[config.mk]
export PLATFORM = sky130hd
export DESIGN_NAME = bcd_to_bin
export DESIGN_NICKNAME = d
export VERILOG_FILES = /design/src/rtl/bcd_to_bin.sv
export SDC_FILE = /design/constraint.sdc
export NUM_CORES = 1
export LEC_CHECK = 0
export CELL_PAD_IN_SITES_DETAIL_PLACEMENT = 1
export CELL_PAD_IN_SITES_GLOBAL_PLACEMENT = 2
export CORE_MARGIN = 2
export CORE_UTILIZATION = 33
export DETAILED_ROUTE_END_ITERATION = 16
export PLACE_DENSITY_LB_ADDON = 0.2
export SLEW_MARGIN = 20
export SYNTH_ARGS = -nofsm -noshare
export SYNTH_HDL_FRONTEND = slang
export SYNTH_SLANG_ARGS = --single-unit
[constraint.sdc]
create_clock -name clk -period 2.3 [get_ports clk]
set_clock_uncertainty 0.1 [all_clocks]
set_input_delay 0.345 -clock clk [delete_from_list [all_inputs] [get_ports clk]]
set_output_delay 0.345 -clock clk [all_outputs]
set_load 0.1 [all_outputs]
[src/rtl/bcd_to_bin.sv]
// bcd_to_bin: sequential BCD-to-binary converter using reverse double dabble.
// Each conversion alternates a right shift of {bcd, bin} with a per-nibble
// "subtract 3 if >= 8" step, giving W shifts and W-1 adjust steps.
// Optional feature macro: BCD_TO_BIN_CHECK_EN (rejects inputs with a nibble > 9).
module bcd_to_bin #(
   parameter int unsigned DIGITS = 8
) (
   input  logic                  clk,
   input  logic                  reset,
   input  logic                  trigger,
   input  logic [4*DIGITS-1:0]   in,
   output logic                  idle,
   output logic                  done,
   output logic [4*DIGITS-1:0]   bin,
   output logic                  error
);

   localparam int unsigned W = 4 * DIGITS;

   typedef enum logic [2:0] {
      StIdle  = 3'b001,
      StShift = 3'b010,
      StSub3  = 3'b100
   } state_e;

   state_e         state_q, state_d;
   logic [W-1:0]   bcd_q, bcd_d;
   logic [W-1:0]   acc_q, acc_d;
   logic [5:0]     counter_q, counter_d;
   logic [W-1:0]   bin_q, bin_d;
   logic           done_q, done_d;

   // Subtract 3 from every nibble >= 8, no borrow between nibbles.
   function automatic logic [W-1:0] sub3(input logic [W-1:0] v);
      logic [W-1:0] r;
      r = v;
      for (int i = 0; i < int'(DIGITS); i++) begin
         if (v[4*i+3]) begin
            r[4*i +: 4] = v[4*i +: 4] - 4'd3;
         end
      end
      return r;
   endfunction

`ifdef BCD_TO_BIN_CHECK_EN
   logic chk_q, chk_d;
   logic err_q, err_d;

   // Any nibble above 9 makes the whole input invalid.
   function automatic logic has_bad_digit(input logic [W-1:0] v);
      logic bad;
      bad = 1'b0;
      for (int i = 0; i < int'(DIGITS); i++) begin
         if (v[4*i +: 4] > 4'd9) begin
            bad = 1'b1;
         end
      end
      return bad;
   endfunction
`endif

   // Next-state and datapath updates for the shift/adjust sequence.
   always_comb begin
      state_d   = state_q;
      bcd_d     = bcd_q;
      acc_d     = acc_q;
      counter_d = counter_q;
      bin_d     = bin_q;
      done_d    = 1'b0;
`ifdef BCD_TO_BIN_CHECK_EN
      chk_d     = chk_q;
      err_d     = err_q;
`endif
      case (state_q)
         StIdle: begin
            counter_d = 6'd1;
            acc_d     = '0;
            if (trigger) begin
               bcd_d   = in;
               state_d = StShift;
`ifdef BCD_TO_BIN_CHECK_EN
               chk_d   = has_bad_digit(in);
`endif
            end
         end
         StShift: begin
`ifdef BCD_TO_BIN_CHECK_EN
            if (chk_q) begin
               // Invalid input: report immediately without converting.
               bin_d   = '0;
               err_d   = 1'b1;
               done_d  = 1'b1;
               chk_d   = 1'b0;
               state_d = StIdle;
            end else begin
`endif
               bcd_d = {1'b0, bcd_q[W-1:1]};
               acc_d = {bcd_q[0], acc_q[W-1:1]};
               if (counter_q == 6'(W)) begin
                  bin_d   = acc_d;
                  done_d  = 1'b1;
                  state_d = StIdle;
`ifdef BCD_TO_BIN_CHECK_EN
                  err_d   = 1'b0;
`endif
               end else begin
                  counter_d = counter_q + 6'd1;
                  state_d   = StSub3;
               end
`ifdef BCD_TO_BIN_CHECK_EN
            end
`endif
         end
         StSub3: begin
            bcd_d   = sub3(bcd_q);
            state_d = StShift;
         end
         default: begin
            state_d = StIdle;
         end
      endcase
   end

   // State and datapath registers with synchronous reset.
   always_ff @(posedge clk) begin
      if (reset) begin
         state_q   <= StIdle;
         bcd_q     <= '0;
         acc_q     <= '0;
         counter_q <= 6'd1;
         bin_q     <= '0;
         done_q    <= 1'b0;
`ifdef BCD_TO_BIN_CHECK_EN
         chk_q     <= 1'b0;
         err_q     <= 1'b0;
`endif
      end else begin
         state_q   <= state_d;
         bcd_q     <= bcd_d;
         acc_q     <= acc_d;
         counter_q <= counter_d;
         bin_q     <= bin_d;
         done_q    <= done_d;
`ifdef BCD_TO_BIN_CHECK_EN
         chk_q     <= chk_d;
         err_q     <= err_d;
`endif
      end
   end

   assign idle = (state_q == StIdle);
   assign done = done_q;
   assign bin  = bin_q;
`ifdef BCD_TO_BIN_CHECK_EN
   assign error = err_q;
`else
   assign error = 1'b0;
`endif

endmodule

==> out/metrics.cfg, run 1 <==
[power_and_ir_drop]
p_comb_share_pct=13.8
clkPwrFrac_pct=37.2
leakage_nw=2.198
max-vdd-ir-drop_mv=0.3722
swShare_pct=28.36
power_density_nw_per_um2=660.5
switchingPower_w=0.001133
seqPwrFrac_pct=49.0
p_int_w=0.002863
total_power_w=0.003996

[yosys]
synth_top_area_share_pct=42.67
ys_async_sr_fraction_pct=0
synth_edf_count=0
ys_warn_count=0
syn-num-nets=629
postSynthAreaPerCell_sq_um=8.435
synthTopCellsByArea=dfxtp_1, nand2_1, a22oi_1, a21oi_1, nor2_1
synth_most_common_cell=dfxtp_1
synthCells=584
yosys.cell_types.count=58
synth.ff_latch_count=105
synth_ff_type=dfxtp_1
ys_top_cells_by_count=dfxtp_1, nand2_1, nor2_1, a21oi_1, a22oi_1
seq_area_frac_synth_pct=42.67
yosys.area.top_type=dfxtp_1
synth_area_sq_um=4926

[final_layout]
drive_gt1_share_pct=14.13
n_antenna_cell=0
final_cells=828
n_fill_cell=1745
area_growth_pct=22.81
nets=685

[die]
row_count=44
die-area_sq_um=15920
die_h_um=126.2
start_util_pct=33.89
fp.dieW_um=126.2
core-area_sq_um=14530
io_pins=70

[timing]
finalSetupViolations=0
finalCritPeriodShare_pct=92.46
grt_setup_unrepaired=false
tightest_slew_ps=596.1
fmax_ghz=0.4702
finalMaxSlewViolations=0
finalHoldViolations=0
period_minus_slack_ps=2127
tns_ps=0
slew_headroom_pct=60.25

[detailed_routing]
vias=4502
wl_um=14450
avgViaCountPerCell=5.437
antenna_left=0
drc=0
drt-pass1-iter-count=5
wl_per_cell_um=17.45
drt_iter0_markers=203

[placed_design]
dp_cells=813
gp_congestion=0.7958
dp_hpwl_um=9819
port_buffers=68

[worst_hold_path]
hold_class=flip-flop to flip-flop

[global_routing]
grt_overflow=0
grt.met3_usage_pct=3.059
grt_pass1_vias=4716
grt_use_total_pct=18.52
top_usage_layer=met2
use_met2_pct=29.54
grt_max_degree=73
antenna_found_initial=0
grt_pass1_wl_um=24090
grt.met1_usage_pct=25.24

[setup_path]
start_kind=flip-flop
required_ps=2450
crit_path_max_fanout=10
path_class=flip-flop to flip-flop
worstSetupEndpointType=flip-flop
worstPathArrival_ps=2280

[run_status]
status=finished, final reports clean

[clock_tree]
ctsResizeCount=0
cts_hold_buf=0
clockRootBuffer=clkbuf_16
path_clk_slew_ps=70
cts-htree-levels=3
clkLatencyLatePin_ps=350
cts_tree=done
cts.sinks=105
cts_buffer_depth=2
cts-buffers-inserted=9
cts_setup_buffers=0

[job]
cap_violations=0

-- area by class of cell --
class / instances / area, sq um / share of cell area, %
tap: 184 / 230.2 / 3.806
multi-input combinational: 409 / 2517 / 41.61
clock inverter: 6 / 52.55 / 0.8687
clock buffer: 9 / 225.2 / 3.723
timing repair buffer: 92 / 835.8 / 13.82
inverter: 23 / 86.33 / 1.427
sequential: 105 / 2102 / 34.75
-- cells by family after synthesis --
group,share of synthesized area (%)
AOI/OAI and AO/OA,26.42
xor gates and xnor gates,0.8890
adders and majority gates,2.540
buffers and inverters,6.502
DFF,42.67
muxes,0.8128
other,0.07613
and+or+nand+nor,20.09
-- per-layer routing --
| metal | vias to the layer above | wire, um |
|---|---|---|
| li1 | 2198 | - |
| met1 | 2217 | 7035 |
| met2 | 70 | 6695 |
| met3 | 17 | 445 |
| met4 | 0 | 275 |
| met5 | - | 0 |
-- critical path, stage by stage (launching register included) --
cell	delay, ps
dfxtp_1	630
buf_4	240
nor2b_1	70
o21ai_2	480
buf_4	220
a32oi_1	50
a211oi_1	240
-- registers in the layout (all words and copies together), names as in the netlist --
name       cells
acc_q         31
counter_q      6
bin           32
bcd_q         32
done           1
state_q        3
-- final timing paths --
path,cells past startpoint,from,endpoint,slack (ps)
worst max-delay path,6,state_q[1],bcd_q[10],170
worst min-delay path,2,bin[6],bin[6],360
worst max register to register,6,state_q[1],bcd_q[10],170
worst min register to register,2,bin[6],bin[6],360
-- power by group through the flow --
stage               Combinational [W]  Sequential [W]  Clock (W)
finish                       0.000552         0.00196    0.00149
global route                 0.000610         0.00197    0.00161
CTS                          0.000558         0.00196    0.00153
detailed placement           0.000555         0.00200          0
global placement             0.000541         0.00200          0
floorplan                    0.000368         0.00197          0
-- per-stage QoR --
stage          instance area [sq um]  hold slack [ps]  setup WS, ps  util (%)
2_1_floorplan                   4940            331.6         33.54         -
3_5_place_dp                    5772            350.0         174.8     39.71
5_1_grt                         6050            382.0         10.06     41.62
3_3_place_gp                    5772            344.8         287.1     39.71
4_1_cts                         6050            359.9         163.2     41.62
6_report                        6050            357.9         173.3     41.62
-- placed cells by master (no fill, tap or decap), drive strengths merged, types with 3 or more instances in the layout --
master         count
inv               24
o21ai             10
nor3b              3
nor3               7
nand3              7
clkbuf             9
a32oi             16
o211ai             5
ha                10
a22oi             37
nor2b             10
and2               3
nor4               3
a2bb2oi            6
mux2i              4
dfxtp            105
or4                3
clkdlybuf4s50     33
o32ai              7
nand2             83
clkinv             4
a211oi            13
nor2              73
a311oi             3
xnor2              5
a21oi             55
o211a              5
nand3b             4
buf               59
a221oi             6
Note: power is estimated with default switching activity, not from simulation.
==> run 2, diff against run 1 <==
Settings changed: HOLD_SLACK_MARGIN set to 0.06.
==> results of run 2 <==
No change in the layout: final DEF, timing and power equal those of run 1.
